--- config.mk ---
export PLATFORM = sky130hd
export DESIGN_NAME = pipelined_control_unit
export DESIGN_NICKNAME = d
export VERILOG_FILES = /design/src/rtl/pipelined_control_unit.sv
export SDC_FILE = /design/constraint.sdc
export NUM_CORES = 1
export LEC_CHECK = 0
export ABC_CLOCK_PERIOD_IN_PS = 1750
export CORE_MARGIN = 1
export CORE_UTILIZATION = 39
export DETAILED_ROUTE_END_ITERATION = 8
export HOLD_SLACK_MARGIN = 0.1
export PLACE_DENSITY = 0.76
export SYNTH_ARGS = -nofsm -noshare
export SYNTH_HDL_FRONTEND = slang
export SYNTH_SLANG_ARGS = --single-unit
--- constraint.sdc ---
create_clock -name clk -period 1.75 [get_ports clk]
set_input_delay 0.35 -clock clk [delete_from_list [all_inputs] [get_ports clk]]
set_output_delay 0.35 -clock clk [all_outputs]
set_load 0.01 [all_outputs]
--- src/rtl/pipelined_control_unit.sv ---
// Decode-stage control unit: opcode/mode/cond -> registered ALU command and enables, latency 1.
// Memory ops are held MEM_CYCLES cycles; busy stalls upstream while holding; freeze holds everything.
module pipelined_control_unit #(
    parameter int MODE_LEN            = 2,
    parameter int OPCODE_LEN          = 4,
    parameter int EXECUTE_COMMAND_LEN = 4,
    parameter int MEM_CYCLES          = 1
) (
    input  logic                           clk,
    input  logic                           rst,
    input  logic                           in_valid,
    input  logic [MODE_LEN-1:0]            mode,
    input  logic [OPCODE_LEN-1:0]          opcode,
    input  logic                           s,
    input  logic [3:0]                     cond,
    input  logic [3:0]                     status,
    input  logic                           flush,
    input  logic                           freeze,
    output logic                           out_valid,
    output logic                           mem_read,
    output logic                           mem_write,
    output logic                           wb_en,
    output logic                           branch,
    output logic                           status_update_en,
    output logic [EXECUTE_COMMAND_LEN-1:0] exec_command,
    output logic                           busy
);
    typedef enum logic [0:0] {IDLE, MEM_HOLD} state_t;

    localparam bit         HOLD_EN   = (MEM_CYCLES > 1);
    localparam logic [3:0] HOLD_LOAD = (MEM_CYCLES > 1) ? 4'(MEM_CYCLES - 2) : 4'd0;

    state_t state_q, state_d;
    logic [3:0] cnt_q, cnt_d;
    logic out_valid_q, out_valid_d, mem_read_q, mem_read_d, mem_write_q, mem_write_d;
    logic wb_en_q, wb_en_d, branch_q, branch_d, status_update_en_q, status_update_en_d;
    logic [EXECUTE_COMMAND_LEN-1:0] exec_command_q, exec_command_d;

    logic cond_pass, n_f, z_f, c_f, v_f;
    logic dec_mr, dec_mw, dec_wb, dec_br, dec_su, is_mem;
    logic [EXECUTE_COMMAND_LEN-1:0] dec_cmd;

    assign {n_f, z_f, c_f, v_f} = status;

    always_comb begin
        cond_pass = 1'b0;
        case (cond)
            4'b0000: cond_pass = z_f;
            4'b0001: cond_pass = !z_f;
            4'b0010: cond_pass = c_f;
            4'b0011: cond_pass = !c_f;
            4'b0100: cond_pass = n_f;
            4'b0101: cond_pass = !n_f;
            4'b0110: cond_pass = v_f;
            4'b0111: cond_pass = !v_f;
            4'b1000: cond_pass = c_f && !z_f;
            4'b1001: cond_pass = !c_f || z_f;
            4'b1010: cond_pass = (n_f == v_f);
            4'b1011: cond_pass = (n_f != v_f);
            4'b1100: cond_pass = !z_f && (n_f == v_f);
            4'b1101: cond_pass = z_f || (n_f != v_f);
            4'b1110: cond_pass = 1'b1;
            default: cond_pass = 1'b0;
        endcase
    end

    always_comb begin
        dec_mr  = 1'b0;
        dec_mw  = 1'b0;
        dec_wb  = 1'b0;
        dec_br  = 1'b0;
        dec_su  = 1'b0;
        dec_cmd = '0;
        is_mem  = 1'b0;
        if (mode == MODE_LEN'(0)) begin
            dec_wb = 1'b1;
            dec_su = s;
            case (opcode)
                OPCODE_LEN'(4'b1101): dec_cmd = EXECUTE_COMMAND_LEN'(4'b0001);
                OPCODE_LEN'(4'b1111): dec_cmd = EXECUTE_COMMAND_LEN'(4'b1001);
                OPCODE_LEN'(4'b0100): dec_cmd = EXECUTE_COMMAND_LEN'(4'b0010);
                OPCODE_LEN'(4'b0101): dec_cmd = EXECUTE_COMMAND_LEN'(4'b0011);
                OPCODE_LEN'(4'b0010): dec_cmd = EXECUTE_COMMAND_LEN'(4'b0100);
                OPCODE_LEN'(4'b0110): dec_cmd = EXECUTE_COMMAND_LEN'(4'b0101);
                OPCODE_LEN'(4'b0000): dec_cmd = EXECUTE_COMMAND_LEN'(4'b0110);
                OPCODE_LEN'(4'b1100): dec_cmd = EXECUTE_COMMAND_LEN'(4'b0111);
                OPCODE_LEN'(4'b0001): dec_cmd = EXECUTE_COMMAND_LEN'(4'b1000);
                OPCODE_LEN'(4'b1010): begin
                    dec_cmd = EXECUTE_COMMAND_LEN'(4'b0100);
                    dec_wb  = 1'b0;
                    dec_su  = 1'b1;
                end
                OPCODE_LEN'(4'b1000): begin
                    dec_cmd = EXECUTE_COMMAND_LEN'(4'b0110);
                    dec_wb  = 1'b0;
                    dec_su  = 1'b1;
                end
                default: begin
                    dec_wb = 1'b0;
                    dec_su = 1'b0;
                end
            endcase
        end else if (mode == MODE_LEN'(1)) begin
            is_mem  = 1'b1;
            dec_cmd = EXECUTE_COMMAND_LEN'(4'b0010);
            dec_mr  = s;
            dec_wb  = s;
            dec_mw  = !s;
        end else if (mode == MODE_LEN'(2)) begin
            dec_br = 1'b1;
        end
    end

    always_comb begin
        state_d            = state_q;
        cnt_d              = cnt_q;
        out_valid_d        = out_valid_q;
        mem_read_d         = mem_read_q;
        mem_write_d        = mem_write_q;
        wb_en_d            = wb_en_q;
        branch_d           = branch_q;
        status_update_en_d = status_update_en_q;
        exec_command_d     = exec_command_q;
        if (flush) begin
            state_d            = IDLE;
            cnt_d              = 4'd0;
            out_valid_d        = 1'b0;
            mem_read_d         = 1'b0;
            mem_write_d        = 1'b0;
            wb_en_d            = 1'b0;
            branch_d           = 1'b0;
            status_update_en_d = 1'b0;
            exec_command_d     = '0;
        end else if (freeze) begin
            // everything already defaults to its held value
        end else if (state_q == MEM_HOLD) begin
            if (cnt_q == 4'd0) state_d = IDLE;
            else               cnt_d   = cnt_q - 4'd1;
        end else begin
            // A failed condition still occupies the slot (out_valid) but does nothing.
            out_valid_d        = in_valid;
            mem_read_d         = in_valid && cond_pass && dec_mr;
            mem_write_d        = in_valid && cond_pass && dec_mw;
            wb_en_d            = in_valid && cond_pass && dec_wb;
            branch_d           = in_valid && cond_pass && dec_br;
            status_update_en_d = in_valid && cond_pass && dec_su;
            exec_command_d     = (in_valid && cond_pass) ? dec_cmd : '0;
            if (HOLD_EN && in_valid && cond_pass && is_mem) begin
                state_d = MEM_HOLD;
                cnt_d   = HOLD_LOAD;
            end
        end
    end

    always_ff @(posedge clk) begin
        if (rst) begin
            state_q            <= IDLE;
            cnt_q              <= 4'd0;
            out_valid_q        <= 1'b0;
            mem_read_q         <= 1'b0;
            mem_write_q        <= 1'b0;
            wb_en_q            <= 1'b0;
            branch_q           <= 1'b0;
            status_update_en_q <= 1'b0;
            exec_command_q     <= '0;
        end else begin
            state_q            <= state_d;
            cnt_q              <= cnt_d;
            out_valid_q        <= out_valid_d;
            mem_read_q         <= mem_read_d;
            mem_write_q        <= mem_write_d;
            wb_en_q            <= wb_en_d;
            branch_q           <= branch_d;
            status_update_en_q <= status_update_en_d;
            exec_command_q     <= exec_command_d;
        end
    end

    assign out_valid        = out_valid_q;
    assign mem_read         = mem_read_q;
    assign mem_write        = mem_write_q;
    assign wb_en            = wb_en_q;
    assign branch           = branch_q;
    assign status_update_en = status_update_en_q;
    assign exec_command     = exec_command_q;
    assign busy             = (state_q == MEM_HOLD);
endmodule
==> impl_metrics.csv, run 1 <==
group,metric,value,unit
critical_path,worst-r2r-cell-count,7,
critical_path,path_cells,"clkdlybuf4s15_2 > buf_4 > or4b_4 > a41oi_4 > a2111oi_4 > buf_6 > o21ai_0",
cells_and_area,area_growth_syn_to_layout,58.1,%
floorplanning,dieArea,2660,um2
drt,ant_nets,0,
sta,setup_violations,0,
sta,finalHoldViolations,0,
logic_synthesis,syn_nets,144,
sta,final_max_slew_viol_count,0,
critical_path,crit_end,"exec_command[3]",
logic_synthesis,seq_area_frac_synth,0.313,
place,postPlaceCellArea,1440,um2
sta,fin_crit_sh,0.974,
clocking,insertion_delay,0.28,ns
grt,antenna_found_initial,0,
drt,drcViolationCount,0,
grt,grt_max_degree,10,
drt,vias,1065,
critical_path,crit_path_start_kind,"input pin",
drt,dr.first_iter.drc_count,19,
cells_and_area,final_util,0.667,
critical_path,critical_path_arrival,1.91,ns
place,dpl.hpwl,1.84,mm
critical_path,required,1.96,ns
power_and_ir_drop,powerDensity,489,nW/um2
cells_and_area,nFillCells,200,
cells_and_area,n_antenna_cell,0,
critical_path,cp.depth,7,
logic_synthesis,synth.cell_area,960,um2
clocking,cts_tree,"done",
place,gp_congestion,0.820,
run,drv_cap,0,
sta,period_needed,1.70,ns
floorplanning,initial_core_util,0.422,
floorplanning,fp.dieW,51.6,um
clocking,htree_levels,1,
logic_synthesis,yosysUniqueCellTypes,40,
critical_path,r2r_start,"cnt_q[0]",
floorplanning,core_region_area,2280,um2
power_and_ir_drop,irDropWorstVdd,0.369,mV
critical_path,cp_slowest_cell,"or4b_4",
critical_path,cp-startpoint,"cond[0]",
sta,max_freq,0.587,GHz
min_path,worstHoldPathType,"reg2reg",
sta,fin_skew,0.000526,ns
power_and_ir_drop,total_power,0.743,mW
sta,hold_slack,0.456,ns
place,pre_cts_ws,-0.580,ns
cells_and_area,nets,198,
drt,drt_wl_total,2.33,mm
sta,tightest_slew,0.546,ns
floorplanning,die_h,51.6,um
cells_and_area,finalInstanceArea,1520,um2
logic_synthesis,synth.avg_cell_area,7.80,um2
logic_synthesis,ys_warn_count,0,
floorplanning,io_pins,31,
outcome,status,"finished clean",
cells_and_area,drive_gt1_frac,0.256,
critical_path,rrSetupSlack,0.10,ns
clocking,cts_root_buf,"clkbuf_4",
sta,setup_ws,0.0463,ns
critical_path,crit_fanout,9,
clocking,cts_num_sinks,15,
critical_path,cp_top_family,"buffers and inverters",
critical_path,worstSetupPathType,"in2reg",
clocking,clkTransAtPathRegs,0.09,ns
clocking,cts_max_path_buffers,2,
sta,slew_headroom,0.631,
drt,viasPerCell,5.22,
critical_path,cp_num_buf_inv,3,
critical_path,end_kind,"register",
power_and_ir_drop,leakage,0.573,nW
grt,grt-ovfl-total,0,
critical_path,max_stage_delay,0.55,ns
drt,drt_first_pass_iters,6,
logic_synthesis,synth_cells,123,
logic_synthesis,ys_seq_elements,15,
cells_and_area,layout.cells.most_common,"buf_4",
place,portBuffers,30,
grt,grt_pass1_vias,905,
cells_and_area,layout_common_cells,"25 x buf_4, 22 x clkdlybuf4s50_1, 18 x nand2_1, 15 x dfxtp_1, 11 x nor2_1",
critical_path,r2r-end,"cnt_q[2]",
grt,grt_pass1_wl,3.73,mm
clocking,numCtsBuffers,3,
grt,grt.total_usage,0.182,
drt,wl_per_cell,11.4,um
floorplanning,rows,17,
-- kinds of logic after synthesis --
logic type,count (synthesis),share of synthesized area
mux,2,0.0209
flops,15,0.313
compound gates,30,0.214
buf+inv,10,0.0456
xor+xnor,6,0.0548
simple gates,59,0.339
fa+ha+maj,1,0.0130
-- metrics by stage --
step | setup TNS (ns) | instances
after floorplan | 0 | 123
after detailed placement | -4.87 | 198
after global routing | -0.00609 | 204
after global placement | -4.14 | 198
final | 0 | 204
after CTS | 0 | 203
-- routing by layer --
metal | GRT usage | vias up | routed length, um
li1 | - | 547 | -
met1 | 0.225 | 487 | 1080
met2 | 0.329 | 27 | 1150
met3 | 0.0175 | 4 | 63
met4 | 0.0541 | 0 | 27
met5 | 0 | - | 0
-- final cells by class --
cell class / instances / area (um2) / area share
clock buffers: 3 / 22.5 / 0.0148
clock inverters: 1 / 5.00 / 0.00330
inverters: 3 / 11.3 / 0.00742
multi-input cells: 98 / 658 / 0.434
flip-flops and latches: 15 / 300 / 0.198
well taps: 28 / 35.0 / 0.0231
repair buffers: 56 / 485 / 0.320
-- tightest hold or removal path, stage by stage (launching register included) --
cell	delay (ns)
dfxtp_1	0.33
nand2_1	0.04
o21ai_0	0.05
-- power breakdown --
part           switching [mW]  internal, mW  total (mW)
registers            0.000776         0.343       0.343
logic                  0.0921         0.116       0.208
clock network           0.107        0.0848       0.192
total                   0.200         0.543       0.743
-- state kept, by name (all words and copies together), names as in the netlist --
signal and cells:
wb_en 1, out_valid 1, status_update_en 1, mem_write 1, exec_command 4, cnt_q 4
mem_read 1, branch 1, busy 1
-- cell usage after synthesis --
| cell type | number | area share |
|---|---|---|
| nand3b_1 | 2 | 0.016 |
| nor3b_2 | 1 | 0.013 |
| and2_1 | 1 | 0.0065 |
| a211oi_1 | 3 | 0.023 |
| clkbuf_1 | 4 | 0.016 |
| mux2i_1 | 2 | 0.021 |
| a41oi_2 | 1 | 0.017 |
| a21oi_1 | 6 | 0.031 |
| nand2_1 | 19 | 0.074 |
| nor2b_1 | 2 | 0.013 |
| or2_1 | 1 | 0.0065 |
| and3_1 | 1 | 0.0065 |
| buf_2 | 2 | 0.010 |
| nor4b_1 | 2 | 0.018 |
| or2b_1 | 1 | 0.0078 |
| or4_1 | 1 | 0.0078 |
| and3b_1 | 1 | 0.0091 |
| o211ai_1 | 1 | 0.0078 |
| o21ai_0 | 14 | 0.073 |
| ha_1 | 1 | 0.013 |
| nor4bb_1 | 1 | 0.010 |
| a22oi_1 | 1 | 0.0078 |
| nand2b_1 | 1 | 0.0065 |
| or4b_1 | 1 | 0.010 |
| or3b_2 | 2 | 0.018 |
| a221oi_1 | 1 | 0.0091 |
| xnor2_1 | 3 | 0.027 |
| dfxtp_1 | 15 | 0.31 |
| o221ai_1 | 1 | 0.0091 |
| nor3_1 | 4 | 0.021 |
| a31oi_1 | 1 | 0.0065 |
| nor3b_1 | 2 | 0.016 |
| or4bb_1 | 1 | 0.012 |
| inv_1 | 3 | 0.012 |
| nor2_1 | 12 | 0.047 |
| buf_4 | 1 | 0.0078 |
| or3b_1 | 1 | 0.0091 |
| nand3_1 | 2 | 0.010 |
| a2111oi_4 | 1 | 0.029 |
| xor2_1 | 3 | 0.027 |
-- worst min path at each step --
stage | endpoint | startpoint | cells after the start | slack (ns)
6_report | exec_command[2] | exec_command[2] | 2 | 0.46
2_1_floorplan | cnt_q[3] | cnt_q[3] | 2 | 0.47
5_1_grt | mem_write | mem_write | 2 | 0.48
4_1_cts | exec_command[2] | exec_command[2] | 2 | 0.46
3_5_place_dp | exec_command[2] | exec_command[2] | 2 | 0.44
3_3_place_gp | mem_write | mem_write | 2 | 0.44
-- timing repair --
item,4_1_cts,5_1_grt
endpoints found under the setup margin,9,9
resized for setup,16,14
hold endpoints to repair,0,0
setup buffers,1,2
pin swaps,2,3
hold buffers,0,0
Power figures use the tool's default switching activity.
==> run 2: changes to the inputs <==
--- a/config.mk
+++ b/config.mk
@@ -5,12 +5,12 @@
 export SDC_FILE = /design/constraint.sdc
 export NUM_CORES = 1
 export LEC_CHECK = 0
-export ABC_CLOCK_PERIOD_IN_PS = 1750
+export ABC_CLOCK_PERIOD_IN_PS = 1800
 export CORE_MARGIN = 1
 export CORE_UTILIZATION = 39
 export DETAILED_ROUTE_END_ITERATION = 8
 export HOLD_SLACK_MARGIN = 0.1
-export PLACE_DENSITY = 0.76
+export PLACE_DENSITY = 0.73
 export SYNTH_ARGS = -nofsm -noshare
 export SYNTH_HDL_FRONTEND = slang
 export SYNTH_SLANG_ARGS = --single-unit
==> constraint.sdc (replaced) <==
create_clock -name clk -period 1.8 [get_ports clk]
set_input_delay 0.36 -clock clk [delete_from_list [all_inputs] [get_ports clk]]
set_output_delay 0.36 -clock clk [all_outputs]
set_load 0.01 [all_outputs]
==> impl_metrics.csv, run 2 (same netlist as run 1, synthesis figures left out) <==
group,metric,value,unit
floorplanning,initial_core_util,0.422,
clocking,htree_levels,1,
sta,fin_skew,0.000781,ns
critical_path,path_cells,"dlygate4sd2_1 > buf_4 > or4bb_4 > a41oi_4 > a2111oi_4 > buf_4 > o21ai_0",
place,dpl.hpwl,1.94,mm
cells_and_area,layout_common_cells,"24 x buf_4, 22 x clkdlybuf4s50_1, 18 x nand2_1, 15 x dfxtp_1",
min_path,min_to,"exec_command[1]",
floorplanning,fp.dieW,51.6,um
cells_and_area,n_antenna_cell,0,
cells_and_area,nets,196,
grt,grt_pass1_wl,4.31,mm
critical_path,max_stage_delay,0.52,ns
clocking,clkTransAtPathRegs,0.09,ns
drt,viasPerCell,5.27,
drt,drt_wl_total,2.56,mm
cells_and_area,finalInstanceArea,1500,um2
cells_and_area,drive_gt1_frac,0.259,
power_and_ir_drop,internal_power,0.528,mW
grt,antenna_found_initial,0,
place,portBuffers,30,
critical_path,worst-r2r-cell-count,7,
drt,wl_met3,108,um
clocking,cts_tree,"done",
grt,grt_max_degree,10,
drt,met2RoutedLength,1.30,mm
floorplanning,core_region_area,2280,um2
floorplanning,dieArea,2660,um2
critical_path,crit_fanout,9,
place,gp_congestion,0.863,
critical_path,worstSetupPathType,"in2reg",
critical_path,rrSetupSlack,0.16,ns
grt,grt_pass1_vias,1025,
clocking,hold_buffers,0,
drt,routed.top_layer,"met4",
place,pre_cts_ws,-0.532,ns
critical_path,r2r_start,"cnt_q[0]",
sta,tns,0,ns
power_and_ir_drop,irDropWorstVdd,0.343,mV
sta,final_max_slew_viol_count,0,
min_path,min_from,"exec_command[1]",
floorplanning,rows,17,
drt,wl_met1,1.14,mm
power_and_ir_drop,switchingPower,0.200,mW
critical_path,crit_path_start_kind,"input pin",
cells_and_area,nFillCells,199,
sta,setup_violations,0,
grt,grt.total_usage,0.213,
power_and_ir_drop,powerDensity,486,nW/um2
sta,fin_crit_sh,0.951,
drt,drt_first_pass_iters,5,
outcome,status,"finished clean",
sta,tightest_slew,0.510,ns
drt,wl_per_cell,12.7,um
drt,ant_nets,0,
clocking,insertion_delay,0.28,ns
place,postPlaceCellArea,1410,um2
cells_and_area,layout.cells.most_common,"buf_4",
min_path,whs_path_depth,2,
place,post-place-cells,194,
sta,max_freq,0.584,GHz
power_and_ir_drop,comb_power_share,0.277,
clocking,cts_root_buf,"clkbuf_4",
power_and_ir_drop,p_sw_frac,0.275,
cells_and_area,area_growth_syn_to_layout,56.3,%
run,drv_cap,0,
cells_and_area,stdcell_count,202,
power_and_ir_drop,leakage,0.567,nW
critical_path,cp_slowest_cell,"or4bb_4",
sta,rsz0062_at_grt,"false",
power_and_ir_drop,total_power,0.729,mW
drt,drcViolationCount,0,
drt,dr.first_iter.drc_count,14,
power_and_ir_drop,power_frac_seq,0.458,
critical_path,r2r-end,"cnt_q[3]",
clocking,cts_num_sinks,15,
min_path,worstHoldPathType,"reg2reg",
power_and_ir_drop,clkPwrFrac,0.265,
grt,grt-ovfl-total,0,
critical_path,end_kind,"register",
critical_path,required,2.01,ns
critical_path,crit_top_cell,"buf_4",
critical_path,critical_path_arrival,1.92,ns
floorplanning,die_h,51.6,um
clocking,cts_max_path_buffers,2,
sta,period_needed,1.71,ns
floorplanning,io_pins,31,
sta,finalHoldViolations,0,
clocking,numCtsBuffers,3,
sta,setup_ws,0.0882,ns
sta,slew_headroom,0.656,
drt,vias,1065,
## run 2: worst max-delay path, delay by kind of cell
family,cells,cell delay (ns)
and+or+nand+nor,1,0.52
buffers and inverters,3,0.59
AOI/OAI and AO/OA,3,0.46
## run 2: final cells by class
type                            count  area, um2  share of cell area
Inverter                            3       11.3             0.00751
Timing Repair Buffer               54        459               0.306
Sequential cell                    15        300               0.200
Multi-Input combinational cell     98        668               0.445
Tap cell                           28       35.0              0.0234
Clock buffer                        4       26.3              0.0175
## run 2: what timing repair did
action / in CTS / in global routing
buffers inserted: 1 / 3
setup endpoints to repair: 9 / 9
pin swaps: 2 / 4
resized for setup: 15 / 14
## run 2: stage by stage
stage / hold slack, ns / util
2_1_floorplan: 0.471 / -
3_3_place_gp: 0.437 / 0.621
3_5_place_dp: 0.442 / 0.621
4_1_cts: 0.462 / 0.643
5_1_grt: 0.483 / 0.659
6_report: 0.456 / 0.659
## run 2: worst max path at each step
stage	start	endpoint	slack, ns	cells after the start
after global placement	cond[1]	wb_en	-0.41	6
after floorplan	cond[1]	branch	0.14	6
after CTS	status[1]	wb_en	0.01	7
after global routing	status[3]	wb_en	0.008	7
after detailed placement	cond[0]	exec_command[2]	-0.53	6
final	status[2]	mem_write	0.09	7
## run 2: power by group through the flow
stage | Sequential, mW | Combinational [mW] | Clock [mW]
6_report | 0.334 | 0.202 | 0.193
5_1_grt | 0.334 | 0.218 | 0.209
4_1_cts | 0.334 | 0.187 | 0.195
3_5_place_dp | 0.342 | 0.180 | 0
3_3_place_gp | 0.342 | 0.175 | 0
2_1_floorplan | 0.343 | 0.0800 | 0
## run 2: metal layers
metal  global-route usage  up-vias
li1                     -      538
met1                0.253      493
met2                0.385       32
met3               0.0292        2
met4               0.0766        0
met5                    0        -
==> run 3: changes to the inputs <==
--- a/config.mk
+++ b/config.mk
@@ -5,12 +5,12 @@
 export SDC_FILE = /design/constraint.sdc
 export NUM_CORES = 1
 export LEC_CHECK = 0
-export ABC_CLOCK_PERIOD_IN_PS = 1800
+export ABC_AREA = 1
 export CORE_MARGIN = 1
-export CORE_UTILIZATION = 39
+export CORE_UTILIZATION = 35
 export DETAILED_ROUTE_END_ITERATION = 8
 export HOLD_SLACK_MARGIN = 0.1
-export PLACE_DENSITY = 0.73
+export PLACE_DENSITY = 0.67
 export SYNTH_ARGS = -nofsm -noshare
 export SYNTH_HDL_FRONTEND = slang
 export SYNTH_SLANG_ARGS = --single-unit
==> impl_metrics.csv, run 3 <==
group,metric,value,unit
place,postPlaceCellArea,1330,um2
clocking,cts_setup_buffers,0,
drt,drt_wl_total,2.43,mm
sta,final_max_slew_viol_count,0,
drt,viasPerCell,4.97,
drt,ant_nets,0,
drt,vias,1143,
logic_synthesis,synth.avg_cell_area,5.91,um2
sta,period_needed,1.64,ns
cells_and_area,seq_area,300,um2
cells_and_area,layout_common_cells,"47 x nand2_1, 29 x inv_1, 29 x clkdlybuf4s50_1, 24 x nand3_1, 15 x dfxtp_1",
floorplanning,dieArea,3020,um2
power_and_ir_drop,clkPwrFrac,0.276,
power_and_ir_drop,internal_power,0.493,mW
critical_path,required,1.96,ns
clocking,htree_levels,1,
outcome,status,"finished clean",
clocking,hold_buffers,0,
sta,hold_slack,0.469,ns
place,post-place-cells,226,
critical_path,worstSetupPathType,"in2reg",
logic_synthesis,yosys.area.top_type,"dfxtp_1",
logic_synthesis,synth_top_flop_cell,"dfxtp_1",
clocking,cts_num_sinks,15,
floorplanning,core_region_area,2570,um2
clocking,cts_root_buf,"clkbuf_4",
cells_and_area,drive_gt1_frac,0.0500,
sta,max_freq,0.609,GHz
drt,drcViolationCount,0,
logic_synthesis,yosysTopAreaCellShare,0.306,
power_and_ir_drop,irDropWorstVdd,0.526,mV
power_and_ir_drop,powerDensity,504,nW/um2
logic_synthesis,seq_area_frac_synth,0.306,
cells_and_area,multi_input_comb_area,554,um2
power_and_ir_drop,leakage,0.613,nW
cells_and_area,n_antenna_cell,0,
drt,drt_first_pass_iters,4,
power_and_ir_drop,comb_power_share,0.235,
logic_synthesis,synth.area.top_cells,"dfxtp_1 31%, nand2_1 18%, nand3_1 12%",
critical_path,crit_top_cell,"nand2_1",
sta,tightest_slew,0.354,ns
cells_and_area,layout.cells.most_common,"nand2_1",
clocking,insertion_delay,0.28,ns
cells_and_area,final_util,0.530,
logic_synthesis,yosysUniqueCellTypes,23,
clocking,cts_max_path_buffers,2,
critical_path,cp_slowest_cell,"clkdlybuf4s50_1",
grt,grt_pass1_vias,943,
sta,fin_skew,0.000362,ns
logic_synthesis,syn_nets,187,
critical_path,crit_path_start_kind,"input pin",
floorplanning,io_pins,31,
grt,grt-ovfl-total,0,
clocking,cts_tree,"done",
logic_synthesis,synth_most_common_cell,"nand2_1",
grt,antenna_found_initial,0,
cells_and_area,nets,222,
critical_path,max_stage_delay,0.57,ns
sta,slew_headroom,0.764,
critical_path,critical_path_arrival,1.80,ns
clocking,numCtsBuffers,3,
place,gp_congestion,0.879,
floorplanning,initial_core_util,0.382,
cells_and_area,area_growth_syn_to_layout,38.6,%
critical_path,cp_top_family,"simple AND/OR/NAND/NOR gates",
floorplanning,fp.dieW,54.9,um
floorplanning,rows,18,
critical_path,cp_num_buf_inv,2,
logic_synthesis,ys_seq_elements,15,
sta,setup_violations,0,
critical_path,path_cells,"clkdlybuf4s50_1 > nand2_1 > inv_1 > nand2_1 > nand2_1 > nand2_1 > nand2_1 > nand3_2 > nand3_1 > a21oi_1",
power_and_ir_drop,power_frac_seq,0.489,
power_and_ir_drop,p_sw_frac,0.280,
cells_and_area,finalInstanceArea,1360,um2
critical_path,end_kind,"register",
grt,grt_pass1_wl,3.82,mm
logic_synthesis,netlist_top_cells_count,"47 x nand2_1, 29 x inv_1, 24 x nand3_1",
clocking,ctsResizeCount,0,
sta,fin_crit_sh,0.912,
grt,grt_max_degree,14,
run,drv_cap,0,
power_and_ir_drop,total_power,0.685,mW
floorplanning,die_h,54.9,um
drt,dr.first_iter.drc_count,30,
power_and_ir_drop,switchingPower,0.192,mW
sta,finalHoldViolations,0,
logic_synthesis,synth_cells,166,
min_path,worstHoldPathType,"reg2reg",
clocking,clkTransAtPathRegs,0.08,ns
critical_path,crit_fanout,9,
logic_synthesis,synth_edf_count,0,
sta,rsz0062_at_grt,"false",
logic_synthesis,synth.cell_area,981,um2
logic_synthesis,ys_warn_count,0,
grt,grt.total_usage,0.173,
logic_synthesis,async_reset_ff_frac,0,
place,portBuffers,30,
cells_and_area,stdcell_count,230,
place,dpl.hpwl,1.92,mm
drt,wl_per_cell,10.6,um
cells_and_area,nFillCells,263,
run 3: changes by cell type after synthesis, moves of 3 or more:
cell     change
inv_1       +26
nand3_1     +22
o21ai_0      -9
xor2_1       -3
a21oi_1      +8
nand2_1     +28
run 3: worst register-to-register path, delay by kind of cell (launching register included):
| kind | cells | cell delay [ns] |
|---|---|---|
| and+or+nand+nor | 4 | 0.51 |
| buffers and inverters | 2 | 0.19 |
| adders and majority gates | 1 | 0.22 |
| DFF | 1 | 0.33 |
| AOI/OAI and AO/OA | 1 | 0.14 |
run 3: final cells by class:
type                    instances  area share
clock buffers                   4      0.0193
flip-flops and latches         15       0.221
repair buffers                 34       0.245
multi-input cells             118       0.408
inverters                      29      0.0800
well taps                      30      0.0276
run 3: final timing paths:
check | depth (start not counted) | to | slack, ns | from
min reg2reg | 2 | wb_en | 0.47 | wb_en
min | 2 | wb_en | 0.47 | wb_en
max reg2reg | 8 | cnt_q[3] | 0.34 | cnt_q[0]
max | 10 | mem_write | 0.16 | cond[3]
run 3: power groups by stage:
stage          clock network [mW]  registers (mW)  logic (mW)
6_report                    0.189           0.335       0.161
5_1_grt                     0.208           0.335       0.178
4_1_cts                     0.201           0.335       0.160
3_5_place_dp                    0           0.343       0.160
3_3_place_gp                    0           0.343       0.155
2_1_floorplan                   0           0.344      0.0800
run 3: stage by stage:
| stage | setup WS (ns) | TNS, ns |
|---|---|---|
| 5_1_grt | 0.0346 | 0 |
| 6_report | 0.159 | 0 |
| 3_3_place_gp | -0.0724 | -0.473 |
| 3_5_place_dp | -0.139 | -1.02 |
| 4_1_cts | 0.164 | 0 |
| 2_1_floorplan | 0.524 | 0 |
run 3: kinds of logic after synthesis:
group,after synthesis,share of synthesized area
buf+inv,33,0.129
fa+ha+maj,1,0.0128
simple gates,93,0.416
flops,15,0.306
xor+xnor,1,0.00893
compound gates,23,0.128
run 3: routing by layer:
metal | track usage | share of wire
met1 | 0.229 | 0.49
met4 | 0.0333 | 0.0049
met3 | 0.0492 | 0.051
met2 | 0.281 | 0.45
met5 | 0 | 0
